<file path="config.mk">
export PLATFORM = sky130hd
export DESIGN_NAME = msrh_l2_req_arb
export DESIGN_NICKNAME = d
export VERILOG_FILES = /design/src/rtl/msrh_lsu_pkg.sv /design/src/rtl/msrh_rr_arbiter.sv /design/src/rtl/msrh_l2_req_arb.sv
export SDC_FILE = /design/constraint.sdc
export NUM_CORES = 1
export LEC_CHECK = 0
export CAP_MARGIN = 20
export CORE_AREA = 2 2 192 194
export CTS_CLUSTER_SIZE = 40
export DETAILED_ROUTE_END_ITERATION = 7
export DIE_AREA = 0 0 194 196
export PLACE_DENSITY = 0.48
export SLEW_MARGIN = 30
export SYNTH_ARGS = -nofsm -noshare
export SYNTH_HDL_FRONTEND = slang
export SYNTH_SLANG_ARGS = --single-unit
</file>
<file path="constraint.sdc">
create_clock -name i_clk -period 9.6 [get_ports i_clk]
set_input_delay 1.92 -clock i_clk [delete_from_list [all_inputs] [get_ports i_clk]]
set_output_delay 1.92 -clock i_clk [all_outputs]
set_load 0.05 [all_outputs]
</file>
<file path="src/rtl/msrh_lsu_pkg.sv">
// Shared L1<->L2 request/response payload types and requester index constants.
package msrh_lsu_pkg;

   localparam int L2_CMD_TAG_W = 8;

   localparam int L2_REQ_ID_IC = 0;
   localparam int L2_REQ_ID_DC = 1;

   typedef enum logic [1:0] {
      L2_CMD_RD_MISS = 2'd0,
      L2_CMD_WR_BACK = 2'd1,
      L2_CMD_PREF    = 2'd2,
      L2_CMD_RSVD    = 2'd3
   } l2_cmd_t;

   typedef struct packed {
      l2_cmd_t                  cmd;
      logic [31:0]              addr;
      logic [L2_CMD_TAG_W-1:0]  tag;
      logic [63:0]              data;
      logic [7:0]               byte_en;
   } l2_req_payload_t;

   typedef struct packed {
      logic [L2_CMD_TAG_W-1:0]  tag;
      logic [63:0]              data;
   } l2_resp_payload_t;

endpackage

</file>
<file path="src/rtl/msrh_rr_arbiter.sv">
// N-way round-robin picker: first requester at or after the pointer wins;
// the pointer moves past the winner only when the caller reports an accept.
module msrh_rr_arbiter #(
   parameter int N     = 2,
   parameter int IDX_W = (N > 1) ? $clog2(N) : 1
) (
   input  logic             i_clk,
   input  logic             i_reset,
   input  logic [N-1:0]     i_req,
   input  logic             i_advance,
   output logic [N-1:0]     o_grant,
   output logic [IDX_W-1:0] o_grant_idx
);

   logic [IDX_W-1:0] ptr_reg;
   logic [IDX_W-1:0] ptr_next;
   logic [IDX_W:0]   scan_idx;
   logic             found;

   always_comb begin
      o_grant     = '0;
      o_grant_idx = '0;
      found       = 1'b0;
      scan_idx    = '0;
      for (int off = 0; off < N; off++) begin
         scan_idx = {1'b0, ptr_reg} + (IDX_W+1)'(off);
         if (scan_idx >= (IDX_W+1)'(N)) begin
            scan_idx = scan_idx - (IDX_W+1)'(N);
         end
         if (!found && i_req[scan_idx[IDX_W-1:0]]) begin
            found                            = 1'b1;
            o_grant[scan_idx[IDX_W-1:0]]     = 1'b1;
            o_grant_idx                      = scan_idx[IDX_W-1:0];
         end
      end
   end

   assign ptr_next = (o_grant_idx == IDX_W'(N-1)) ? '0 : o_grant_idx + IDX_W'(1);

   always_ff @(posedge i_clk or posedge i_reset) begin
      if (i_reset) begin
         ptr_reg <= '0;
      end else if (i_advance) begin
         ptr_reg <= ptr_next;
      end
   end

endmodule

</file>
<file path="src/rtl/msrh_l2_req_arb.sv">
// Shares the L2 request/response port among L1 requesters with per-requester credits.
// Define MSRH_L2_ARB_PERF_EN to add per-requester grant/stall performance counters.
module msrh_l2_req_arb
   import msrh_lsu_pkg::*;
#(
   parameter int REQ_N      = 2,
   parameter int MAX_OUTSTD = 4,
   parameter int ID_W       = $clog2(REQ_N)
) (
   input  logic                          i_clk,
   input  logic                          i_reset,
   input  logic [REQ_N-1:0]              i_req_valid,
   output logic [REQ_N-1:0]              o_req_ready,
   input  l2_req_payload_t [REQ_N-1:0]   i_req_payload,
   output logic                          o_l2_req_valid,
   input  logic                          i_l2_req_ready,
   output l2_req_payload_t               o_l2_req_payload,
   input  logic                          i_l2_resp_valid,
   output logic                          o_l2_resp_ready,
   input  l2_resp_payload_t              i_l2_resp_payload,
   output logic [REQ_N-1:0]              o_resp_valid,
   input  logic [REQ_N-1:0]              i_resp_ready,
`ifdef MSRH_L2_ARB_PERF_EN
   output logic [REQ_N-1:0][31:0]        o_perf_grant_cnt,
   output logic [REQ_N-1:0][31:0]        o_perf_stall_cnt,
`endif
   output l2_resp_payload_t              o_resp_payload
);

   localparam int CNT_W = $clog2(MAX_OUTSTD + 1);

   logic                        l2_req_valid_reg;
   l2_req_payload_t             l2_req_payload_reg;
   logic [REQ_N-1:0][CNT_W-1:0] cnt_reg;
   logic [REQ_N-1:0]            eligible;
   logic [REQ_N-1:0]            grant;
   logic [REQ_N-1:0]            req_fire;
   logic [REQ_N-1:0]            resp_sel;
   logic [REQ_N-1:0]            resp_fire;
   logic [ID_W-1:0]             grant_idx;
   logic [ID_W-1:0]             resp_id;
   logic                        slot_free;
   logic                        fire;
   logic                        resp_id_ok;
   l2_req_payload_t             winner_payload;

   assign slot_free = !l2_req_valid_reg | i_l2_req_ready;

   genvar gi;
   generate
      for (gi = 0; gi < REQ_N; gi++) begin : g_req
         assign eligible[gi] = i_req_valid[gi] & (cnt_reg[gi] < CNT_W'(MAX_OUTSTD));
         assign resp_sel[gi] = resp_id_ok & (resp_id == ID_W'(gi));
      end
   endgenerate

   msrh_rr_arbiter #(
      .N     (REQ_N),
      .IDX_W (ID_W)
   ) u_arb (
      .i_clk       (i_clk),
      .i_reset     (i_reset),
      .i_req       (eligible),
      .i_advance   (fire),
      .o_grant     (grant),
      .o_grant_idx (grant_idx)
   );

   // Reset only masks the visible handshake; all state is already cleared asynchronously.
   assign req_fire    = grant & {REQ_N{slot_free}};
   assign fire        = |req_fire;
   assign o_req_ready = req_fire & {REQ_N{!i_reset}};

   always_comb begin
      winner_payload = i_req_payload[grant_idx];
      winner_payload.tag[L2_CMD_TAG_W-1 -: ID_W] = grant_idx;
   end

   always_ff @(posedge i_clk or posedge i_reset) begin
      if (i_reset) begin
         l2_req_valid_reg   <= 1'b0;
         l2_req_payload_reg <= '0;
      end else if (fire) begin
         l2_req_valid_reg   <= 1'b1;
         l2_req_payload_reg <= winner_payload;
      end else if (i_l2_req_ready) begin
         l2_req_valid_reg   <= 1'b0;
      end
   end

   assign o_l2_req_valid   = l2_req_valid_reg;
   assign o_l2_req_payload = l2_req_payload_reg;

   // Unknown IDs are swallowed so a stray response can never wedge the L2 port.
   assign resp_id         = i_l2_resp_payload.tag[L2_CMD_TAG_W-1 -: ID_W];
   assign resp_id_ok      = ({1'b0, resp_id} < (ID_W+1)'(REQ_N));
   assign o_resp_valid    = resp_sel & {REQ_N{i_l2_resp_valid}};
   assign resp_fire       = o_resp_valid & i_resp_ready;
   assign o_l2_resp_ready = resp_id_ok ? |(resp_sel & i_resp_ready) : 1'b1;
   assign o_resp_payload  = i_l2_resp_payload;

   always_ff @(posedge i_clk or posedge i_reset) begin
      if (i_reset) begin
         cnt_reg <= '0;
      end else begin
         for (int i = 0; i < REQ_N; i++) begin
            if (req_fire[i] && !resp_fire[i]) begin
               cnt_reg[i] <= cnt_reg[i] + CNT_W'(1);
            end else if (!req_fire[i] && resp_fire[i] && (cnt_reg[i] != '0)) begin
               cnt_reg[i] <= cnt_reg[i] - CNT_W'(1);
            end
         end
      end
   end

`ifndef SYNTHESIS
   always_ff @(posedge i_clk or posedge i_reset) begin
      if (!i_reset) begin
         for (int i = 0; i < REQ_N; i++) begin
            assert (!(resp_fire[i] && !req_fire[i] && (cnt_reg[i] == '0)))
               else $error("msrh_l2_req_arb: response for requester %0d with zero outstanding", i);
         end
         assert (!(i_l2_resp_valid && !resp_id_ok))
            else $error("msrh_l2_req_arb: response id %0d out of range", resp_id);
      end
   end
`endif

`ifdef MSRH_L2_ARB_PERF_EN
   logic [REQ_N-1:0][31:0] perf_grant_reg;
   logic [REQ_N-1:0][31:0] perf_stall_reg;

   always_ff @(posedge i_clk or posedge i_reset) begin
      if (i_reset) begin
         perf_grant_reg <= '0;
         perf_stall_reg <= '0;
      end else begin
         for (int i = 0; i < REQ_N; i++) begin
            if (req_fire[i] && (perf_grant_reg[i] != '1)) begin
               perf_grant_reg[i] <= perf_grant_reg[i] + 32'd1;
            end
            if (i_req_valid[i] && !req_fire[i] && (perf_stall_reg[i] != '1)) begin
               perf_stall_reg[i] <= perf_stall_reg[i] + 32'd1;
            end
         end
      end
   end

   assign o_perf_grant_cnt = perf_grant_reg;
   assign o_perf_stall_cnt = perf_stall_reg;
`endif

endmodule

</file>
======== Word level (Yosys, flattened, before mapping) ========
Index checks and enable logic that the tools add are counted.
word-level totals
  register bits ........................... 122
  bits of input ports ..................... 308
  output and inout port bits .............. 192
  logic and storage cells ................. 83
operators by class
  $add $sub $neg .......................... 8
  magnitude comparators ................... 9
  mux-type cells .......................... 24
  bitwise operators ....................... 10
  reduce and logical (&&, ||, !) cells .... 23
operators by type and width
  kind                                                         number
  2-to-1 mux 114 bit                                           2
  2-to-1 mux 1 bit                                             14
  2-to-1 mux 3 bit                                             4
  bitwise AND 2 bit                                            5
  logical AND 1 bit                                            9
  zero test 1 bit                                              7
  adder 3 x 1 -> 3 bit (second input constant)                 2
  less-than comparator 1 x 2 -> 1 bit (second input constant)  3
  less-than comparator 3 bit (second input constant)           2
  nonzero test 2 bit                                           3
  nonzero test 3 bit                                           2
  subtractor 3 x 1 -> 3 bit (second input constant)            2
  2-to-1 mux 2 bit                                             2
  OR reduction 2 bit                                           2
  adder 1 x 1 -> 2 bit (second input constant)                 1
  bitwise AND 1 bit                                            2
  demux 1 bit (select 1 bit)                                   2
  >= comparator 1 bit (second input constant)                  2
  >= comparator 1 x 2 -> 1 bit (second input constant)         1
  >= comparator 2 bit (second input constant)                  1
  bitwise OR 2 bit                                             1
  subtractor 1 bit (second input constant)                     2
  adder 1 bit (second input constant)                          1
  inverter 1 bit                                               1
  bitwise OR 1 bit                                             1

======== Logic depth before layout (Yosys ltp) ========
  depth after elaboration ................. 15
  depth in mapped cells ................... 7

======== Hierarchy ========
From an unflattened synthesis, not the netlist that was laid out.
unflattened totals
  cells, all modules ...................... 633
  area, all modules ....................... 6417.4 um2
modules (own cells, without submodules)
  module           instances  cells each  area an instance (um2)  seq. area each (um2)
  msrh_l2_req_arb  1          625         6329.8                  3027.9
  msrh_rr_arbiter  1          8           87.6                    25.0

======== Least setup slack after synthesis ========
Ideal clock, no wire load.
  path kind ............................... input port to output port
  from .................................... in i_reset
  to ...................................... out o_req_ready[0]
  arrival ................................. 5.130 ns
  data required time ...................... 7.680 ns
  slack ................................... 2.550 ns
  stages on the path ...................... 2
  path buffers ............................ 0
  cell sequence ........................... inv_1 and2_1
between the ends
  longest elaborated chain between the ends .. 2
RTL lines
  item                       RTL line               source
  start, declared            msrh_l2_req_arb.sv:11  input logic i_reset,
  zero test 1 bit (no line)  --
  bitwise AND 2 bit          msrh_l2_req_arb.sv:72  assign o_req_ready = req_fire & {REQ_N{!i_reset}};
  end, declared              msrh_l2_req_arb.sv:13  output logic [REQ_N-1:0] o_req_ready,
Every way passes these cells.

======== Final worst setup path ========
  from .................................... in i_l2_req_ready
  to ...................................... out o_req_ready[0]
between the ends
  longest elaborated chain between the ends .. 3
RTL lines
  item               RTL line               source
  start, declared    msrh_l2_req_arb.sv:16  input logic i_l2_req_ready,
  bitwise OR 1 bit   msrh_l2_req_arb.sv:47  assign slot_free = !l2_req_valid_reg | i_l2_req_ready;
  bitwise AND 2 bit  msrh_l2_req_arb.sv:70  assign req_fire = grant & {REQ_N{slot_free}};
  bitwise AND 2 bit  msrh_l2_req_arb.sv:72
Every way passes these cells.

==> results.toml <==
[sta]
setup_viol = 0
rsz0062_at_grt = "no"
slew_headroom = 0.462
finalCritPeriodShare = 0.613
finalMaxSlewViolations = 0
min_period_ns = 5.88
fmax_mhz = 170
skew_ns = 0.00755
finalSetupTns_ns = 0
final-hold-violation-count = 0
worstMarginPinSlew_ns = 0.807
layout_setup_ws_ns = 3.72

[global_routing]
grt_usage = 0.123
grt_max_degree = 69
grt_pass1_vias = 5447
grt_pass1_wl_um = 34900
antenna_found_initial = 1
gr-total-overflow = 0

[floorplanning]
row_count = 70
ios = 500
die_h_um = 196
core_um2 = 36100
die_area_um2 = 38000
initial_utilization = 0.160
die_width_um = 194

[clock_tree]
cts_buffer_depth = 2
clock_latency_ns = 0.43
cts_hold_buf = 0
cts-resized-gates = 0
cts_sinks = 122
clkTransAtPathRegs_ns = 0.05
cts_root_buf = "clkbuf_16"
htreeDepth = 4
cts_tree = "yes"
cts_buffers = 17
postCtsSetupBuffers = 0

[layout]
regArea_um2 = 3050
multiInputGateArea_um2 = 1550
nets = 1097
layoutNonFillerInstCount = 1267
num_antenna_cells = 0
design_area_um2 = 9830
syn_to_final_growth_pct = 70.4
final_cell_mix = "355 x clkdlybuf4s50_1, 122 x dfrtp_1, 119 x inv_1"
drive_above_1_share = 0.0538
nFillCells = 3826
final_common_cell = "clkdlybuf4s50_1"
largest_register_ffs = 114

[route]
routed_wirelength_um = 23800
viasPerCell = 4.19
drt_iter0_drc = 496
vias = 5314
drc = 2
wl_per_cell_um = 18.8
dr.pass1.iters = 8
ant_nets = 0

[synth]
seq_area_frac_synth = 0.529
post_synth.cell_area_avg_um2 = 11.2
ys_ff_latch = 122
yosysWarnings = 0
synth-main-ff-cell = "dfrtp_1"
synth_fp_nets = 825
async_flop_share = 1.00
ys_types = 38
synth_edf_count = 0
syn_inst = 515
synth.cell_area_um2 = 5770

[place]
pre_cts_slack_ns = 3.68
place_inst = 1236
dp_hpwl_um = 17200
place_congestion = 0.741
placed_area_um2 = 9250
io_buffers = 355

[worst_setup_path]
required_ns = 7.68
r2r_cells = 6
critPathLaunchType = "primary input"
worstPathMaxFanout = 3
worstPathArrival_ns = 3.96
critical_path_class = "primary input to output port"
end_kind = "output port"

[min_path]
whs_path_depth = 2
hp-class = "flip-flop to flip-flop"

[power]
p_per_area_nw_per_um2 = 359
ir_drop_mv = 0.220
power.total_uw = 3530
p_leak_uw = 0.00434

[job]
cap_violations = 0

[run_status]
status = "finished, violations left"
violations = "design-rule violations"
## report_power, final
part,internal [uW],switching (uW)
Clock,407,246
Combinational,716,1250
Sequential,761,153
Total,1880,1650
## worst max-delay path, cell delays in order
cell,delay [ns]
clkdlybuf4s50_1,0.46
and2b_1,0.25
a2111oi_4,0.35
and2_1,0.17
clkdlybuf4s50_1,0.81
## metrics by stage
step | utilization | hold slack [ns]
after global placement | 0.256 | 0.487
after global routing | 0.272 | 0.530
after detailed placement | 0.256 | 0.493
after CTS | 0.272 | 0.507
after floorplan | - | 0.521
final | 0.272 | 0.503
## Yosys cell counts (2+ instances only)
cell       number  area [um2]
a222oi_1      113        1130
a2bb2oi_1       2        17.5
and2_1          2        12.5
buf_2          17        85.1
buf_4          79         593
clkbuf_1       13        48.8
dfrtp_1       122        3050
fa_1            2        40.0
inv_1         120         450
mux2_2          2        22.5
mux2i_1         2        20.0
nand2_1         5        18.8
nand2b_1        3        18.8
nor2_1          4        15.0
nor2b_1         2        12.5
nor3_1          2        10.0
o21ai_0         2        10.0
or3_1           2        12.5
xnor2_1         2        17.5
## cells by family (layout without fill, tap and decap cells)
| logic type | Yosys count | after routing | share of synthesized area |
|---|---|---|---|
| xor+xnor | 2 | 2 | 0.00304 |
| buf+inv | 229 | 513 | 0.204 |
| fa+ha+maj | 2 | 2 | 0.00694 |
| flops | 122 | 122 | 0.529 |
| simple gates | 29 | 29 | 0.0321 |
| mux | 4 | 4 | 0.00737 |
| compound gates | 127 | 127 | 0.217 |
## path summary, 6_finish.rpt
path / from / end / slack, ns
min in group asynchronous: i_reset / cnt_reg[3] / 1.97
worst max-delay path: i_l2_req_ready / o_req_ready[0] / 3.72
max in group asynchronous: i_reset / o_l2_req_payload[4] / 6.33
worst max register to register: o_l2_req_valid / cnt_reg[0] / 6.55
worst min-delay path: o_l2_req_payload[24] / o_l2_req_payload[24] / 0.50
worst min register to register: o_l2_req_payload[24] / o_l2_req_payload[24] / 0.50
## area by class of cell
class,instances,area share
repair buffers,362,0.367
flip-flops and latches,122,0.311
multi-input cells,164,0.158
well taps,468,0.0596
clock buffers,24,0.0500
inverters,120,0.0463
clock inverters,7,0.00916
## routing by layer
layer | track usage | vias up | wire length, um
met5 | 0.00255 | - | 18
li1 | - | 2375 | -
met2 | 0.203 | 394 | 11700
met3 | 0.0713 | 27 | 3150
met4 | 0.0424 | 2 | 465
met1 | 0.130 | 2516 | 8490
No activity file was read; power rests on OpenSTA's default activity.
